### config.mk
export PLATFORM = sky130hd
export DESIGN_NAME = palette_bank_fader
export DESIGN_NICKNAME = d
export VERILOG_FILES = /design/src/rtl/palette_pkg.sv /design/src/rtl/palette_bank_fader_fade_channel.sv /design/src/rtl/palette_bank_fader.sv
export SDC_FILE = /design/constraint.sdc
export NUM_CORES = 2
export LEC_CHECK = 0
export ABC_CLOCK_PERIOD_IN_PS = 28900
export CORE_ASPECT_RATIO = 1.4
export CORE_MARGIN = 2
export CORE_UTILIZATION = 50
export DETAILED_ROUTE_END_ITERATION = 8
export PLACE_DENSITY = 0.7
export SLEW_MARGIN = 5
export SYNTH_ARGS = -nofsm -noshare
export SYNTH_HDL_FRONTEND = slang
export SYNTH_SLANG_ARGS = --single-unit
### constraint.sdc
create_clock -name Clk -period 28.9 [get_ports Clk]
set_input_delay 8.67 -clock Clk [delete_from_list [all_inputs] [get_ports Clk]]
set_output_delay 8.67 -clock Clk [all_outputs]
set_load 0.02 [all_outputs]
### src/rtl/palette_pkg.sv
// Shared types for the sprite palette / fader: fade FSM states, fade direction and packed RGB.
package palette_pkg;

  localparam int PAL_CH_W = 4;

  typedef enum logic [1:0] {
    IDLE      = 2'd0,
    RAMP_UP   = 2'd1,
    HOLD      = 2'd2,
    RAMP_DOWN = 2'd3
  } fade_state_t;

  typedef enum logic {
    FADE_BLACK = 1'b0,
    FADE_WHITE = 1'b1
  } fade_mode_t;

  typedef struct packed {
    logic [PAL_CH_W-1:0] r;
    logic [PAL_CH_W-1:0] g;
    logic [PAL_CH_W-1:0] b;
  } rgb_t;

endpackage

### src/rtl/palette_bank_fader_fade_channel.sv
// One colour channel pushed toward black (saturating subtract) or white (saturating add) by level_i.
module fade_channel
  import palette_pkg::*;
#(
  parameter int CH_W = 4
) (
  input  logic [CH_W-1:0] c_i,
  input  logic [CH_W-1:0] level_i,
  input  fade_mode_t      mode_i,
  output logic [CH_W-1:0] y_o
);

  logic [CH_W:0] sum;

  always_comb begin
    sum = {1'b0, c_i} + {1'b0, level_i};
    if (mode_i == FADE_WHITE) begin
      y_o = sum[CH_W] ? '1 : sum[CH_W-1:0];
    end else begin
      y_o = (c_i > level_i) ? (c_i - level_i) : '0;
    end
  end

endmodule

### src/rtl/palette_bank_fader.sv
// Multi-bank flop palette mapping (bank, index) to RGB, with a frame-paced fade to black/white.
module palette_bank_fader
  import palette_pkg::*;
#(
  parameter int IDX_W     = 4,
  parameter int CH_W      = 4,
  parameter int NUM_BANKS = 4,
  localparam int BANK_W   = (NUM_BANKS > 1) ? $clog2(NUM_BANKS) : 1
) (
  input  logic              Clk,
  input  logic              Reset,
  input  logic [BANK_W-1:0] bank_sel,
  input  logic [IDX_W-1:0]  index,
  output logic [CH_W-1:0]   red,
  output logic [CH_W-1:0]   green,
  output logic [CH_W-1:0]   blue,
  output logic              transparent,
  input  logic              wr_en,
  input  logic [BANK_W-1:0] wr_bank,
  input  logic [IDX_W-1:0]  wr_idx,
  input  logic [3*CH_W-1:0] wr_rgb,
  input  logic              frame_tick,
  input  logic              fade_start,
  input  logic              fade_mode,
  input  logic              fade_release,
  output logic [CH_W-1:0]   fade_level,
  output logic              fade_busy,
  output logic              fade_done
);

  localparam int DEPTH = 1 << IDX_W;
  localparam logic [CH_W-1:0] MAX = '1;

  logic [3*CH_W-1:0] pal_q [NUM_BANKS][DEPTH];
  logic [BANK_W-1:0] rd_bank;
  logic [3*CH_W-1:0] rd_entry;
  logic [CH_W-1:0]   fade_r, fade_g, fade_b;

  fade_state_t       state_q, state_d;
  fade_mode_t        mode_q, mode_d;
  logic [CH_W-1:0]   level_q, level_d;
  logic              pend_q, pend_d;
  logic              done_d;

  // Palette resets to a grey ramp so unprogrammed sprites are still visible.
  always_ff @(posedge Clk or posedge Reset) begin
    if (Reset) begin
      for (int b = 0; b < NUM_BANKS; b++) begin
        for (int i = 0; i < DEPTH; i++) begin
          pal_q[b][i] <= {3{CH_W'(i)}};
        end
      end
    end else if (wr_en && (int'(wr_bank) < NUM_BANKS)) begin
      pal_q[wr_bank][wr_idx] <= wr_rgb;
    end
  end

  always_comb begin
    rd_bank  = (int'(bank_sel) < NUM_BANKS) ? bank_sel : '0;
    rd_entry = pal_q[rd_bank][index];
  end

  fade_channel #(.CH_W(CH_W)) u_fade_r (
    .c_i(rd_entry[3*CH_W-1 -: CH_W]), .level_i(level_q), .mode_i(mode_q), .y_o(fade_r));
  fade_channel #(.CH_W(CH_W)) u_fade_g (
    .c_i(rd_entry[2*CH_W-1 -: CH_W]), .level_i(level_q), .mode_i(mode_q), .y_o(fade_g));
  fade_channel #(.CH_W(CH_W)) u_fade_b (
    .c_i(rd_entry[CH_W-1 -: CH_W]), .level_i(level_q), .mode_i(mode_q), .y_o(fade_b));

  always_ff @(posedge Clk or posedge Reset) begin
    if (Reset) begin
      red         <= '0;
      green       <= '0;
      blue        <= '0;
      transparent <= 1'b0;
    end else begin
      red         <= fade_r;
      green       <= fade_g;
      blue        <= fade_b;
      transparent <= (index == '0);
    end
  end

  // state     | meaning
  // IDLE      | no effect, level 0
  // RAMP_UP   | +1 per frame_tick until MAX; early release is remembered
  // HOLD      | level MAX until release
  // RAMP_DOWN | -1 per frame_tick until 0, then fade_done
  always_ff @(posedge Clk or posedge Reset) begin
    if (Reset) begin
      state_q   <= IDLE;
      mode_q    <= FADE_BLACK;
      level_q   <= '0;
      pend_q    <= 1'b0;
      fade_done <= 1'b0;
    end else begin
      state_q   <= state_d;
      mode_q    <= mode_d;
      level_q   <= level_d;
      pend_q    <= pend_d;
      fade_done <= done_d;
    end
  end

  always_comb begin
    state_d = state_q;
    mode_d  = mode_q;
    level_d = level_q;
    pend_d  = pend_q;
    done_d  = 1'b0;
    case (state_q)
      IDLE: begin
        level_d = '0;
        if (fade_start) begin
          state_d = RAMP_UP;
          mode_d  = fade_mode_t'(fade_mode);
          pend_d  = 1'b0;
        end
      end
      RAMP_UP: begin
        if (fade_release) pend_d = 1'b1;
        if (frame_tick) begin
          level_d = level_q + CH_W'(1);
          if (level_d == MAX) state_d = HOLD;
        end
      end
      HOLD: begin
        level_d = MAX;
        if (pend_q || fade_release) begin
          state_d = RAMP_DOWN;
          pend_d  = 1'b0;
        end
      end
      RAMP_DOWN: begin
        if (frame_tick) begin
          level_d = level_q - CH_W'(1);
          if (level_d == '0) begin
            state_d = IDLE;
            done_d  = 1'b1;
          end
        end
      end
      default: state_d = IDLE;
    endcase
  end

  assign fade_level = level_q;
  assign fade_busy  = (state_q != IDLE);

endmodule

==> results.tsv <==
metric	value	unit
worst hold path type	flip-flop to flip-flop	
async set-or-reset flop fraction in the synthesized netlist	1.00	
site row count	118	
largest area contributor in the netlist	dfrtp_1	
clk slew on worst S/H paths	0.06	ns
Critical Path AT	13.46	ns
Worst slew margin	0.137	
clk_lat worst skew	0.63	ns
Die Area	0.0774	mm²
status	finished clean	
Mapped Cells	2520	
final setup TNS	0	ns
TritonCTS clock tree	done	
Placer Congestion	0.849	
DR DRC count	0	
Area Overhead vs Synth	9.93	%
final hold violations	0	
gr ovfl total	0	
CP Launch Type	input pin	
detailed-placement wirelength estimate	59200	µm
unrepaired setup endpoints after global routing	no	
Critical R2R Launch	pal_q[577]	
setup bufs post-CTS	0	
Root Buffer	clkbuf_16	
skew final	0.0183	ns
Slew Viols, Final	0	
Lkg Pwr	17.8	nW
cell with the most instances after synthesis	mux2_2	
nets@finish	2543	
top cells by area, synth	dfrtp_1 (27%), dfstp_2 (27%), mux2_2 (23%)	
Synth Register Bits	790	
hold slack final	0.502	ns
# IOs	50	
Syn Area/Cell	14.9	µm²
crit path max fanout	99	
Power Density	72.3	mW/mm²
Seq/Total Area, Yosys	0.539	
Die X	236	µm
Yosys cell types	56	
Worst Tran Pin Value	1.29	ns
Worst setup EP type	flip-flop	
Syn Nets	2597	
area of the multi-input gates	0.0163	mm²
via count	21604	
final setup vio count	0	
TritonCTS buffer count	78	
post-DR wirelength/cell	27.1	µm
most instantiated cells after synthesis	mux2_2 (777), dfrtp_1 (406), dfstp_2 (384)	
critical path type	input pin to flip-flop	
htree depth	3	
largest net degree at the start of global routing	206	
via/cell ratio	6.18	
antenna violations before repair	5	
drt total wl	94600	µm
Fill cells	5834	
Core Area	0.0741	mm²
post-route ant nets	0	
Die H	328	µm
Max IR drop VDD	0.0000455	V
Yosys top cell area share	0.270	
min Tclk post-route	12.95	ns
PostCTS Resize Cnt	0	
Min-Delay Startpoint	pal_q[135]	
Final period util	0.448	
FF/Latch Area	0.0202	mm²
Buffers on Ports	49	
Post-CTS Hold Buffers	0	
first-pass GRT wire length	146000	µm
Pre-antenna DRT Iters	5	
Synth Flop Type	dfrtp_1	
FMAX	77.2	MHz
Mapped Area	0.0376	mm²
CP startpoint	bank_sel[1]	
Sink Count	790	
max cap viols	0	
Tot Pwr	0.00299	W
DRT iter0 DRCs	1577	
Global Route Usage Sum	0.250	
Post-synth EDFFs	0	
YS warnings	0	
initial core utilization	0.507	
layout cell share with drive strength beyond 1	0.609	
required time of the critical path	29.41	ns
clk buf depth	3	
number of global-route vias before repair	23452	
through the flow:
step / utilization / cell area (µm²) / cells / worst slack, ns
floorplan: - / 37600 / 2520 / 9.70
global placement: 0.521 / 38600 / 3346 / 15.49
detailed placement: 0.521 / 38600 / 3346 / 15.42
CTS: 0.557 / 41300 / 3492 / 16.09
global route: 0.557 / 41300 / 3492 / 15.78
finish: 0.557 / 41300 / 3493 / 15.95
sequential cells by signal, summed over array words and instances, names as in the netlist:
signal / cells
pal_q: 768
pend_q: 1
red: 4
fade_done: 1
state_q: 2
green: 4
fade_level: 4
mode_q: 1
transparent: 1
blue: 4
cell families (layout without fill, tap and decap cells):
family | count (synthesis) | after routing | synth area share
muxes | 1001 | 1001 | 0.351
DFF | 790 | 790 | 0.539
buffers and inverters | 249 | 261 | 0.0285
and+or+nand+nor | 236 | 236 | 0.0290
AOI/OAI and AO/OA | 192 | 192 | 0.0349
adders and majority gates | 46 | 46 | 0.0165
xor gates and xnor gates | 6 | 6 | 0.00140
other | 0 | 1 | 0
final cells by class:
type | count | area share
flip-flops and latches | 790 | 0.490
multi-input cells | 1481 | 0.394
clock buffers | 113 | 0.0567
well taps | 960 | 0.0291
repair buffers | 93 | 0.0195
clock inverters | 33 | 0.00836
inverters | 22 | 0.00209
diodes | 1 | 0.0000606
per-layer routing:
metal  wire, µm  global-route usage
met5          0                   0
met4       4210               0.115
met3       3170              0.0269
met2      48900               0.437
met1      38300               0.313
final timing paths:
kind	end	slack, ns	cells past startpoint
max	blue[2]	15.95	14
min	pal_q[135]	0.50	1
max reg2reg	blue[2]	25.14	12
min reg2reg	pal_q[135]	0.50	1
max in group asynchronous	pal_q[474]	16.87	6
min in group asynchronous	fade_level[1]	8.71	3
worst max-delay path, cell delays in order:
cell and delay (ns):
buf_8 0.60, buf_12 0.57, mux4_2 0.59, a22o_1 0.24
a211oi_1 0.48, a21oi_1 0.25, a22oi_1 0.36, fa_1 0.31
nor2b_1 0.07, o21a_1 0.18, o21ai_0 0.45, o221ai_1 0.25
o21ai_0 0.13, nand2_1 0.08
where the power goes:
part           internal [W]  switching, W  total (W)
clock network      0.000620      0.000437    0.00106
logic              0.000263      0.000259   0.000522
registers           0.00131     0.0000924    0.00141
layout by cell type (no fill, tap or decap), types with 40 or more instances in the layout:
master / netlist / final
buf_4: 10 / 42
clkbuf_16: 0 / 83
dfrtp_1: 406 / 406
dfstp_2: 384 / 384
ha_1: 40 / 40
mux2_2: 777 / 777
mux2i_1: 50 / 50
mux4_2: 174 / 174
nand2_1: 85 / 85
nor2_1: 57 / 53
No activity file was read; power rests on OpenSTA's default activity.
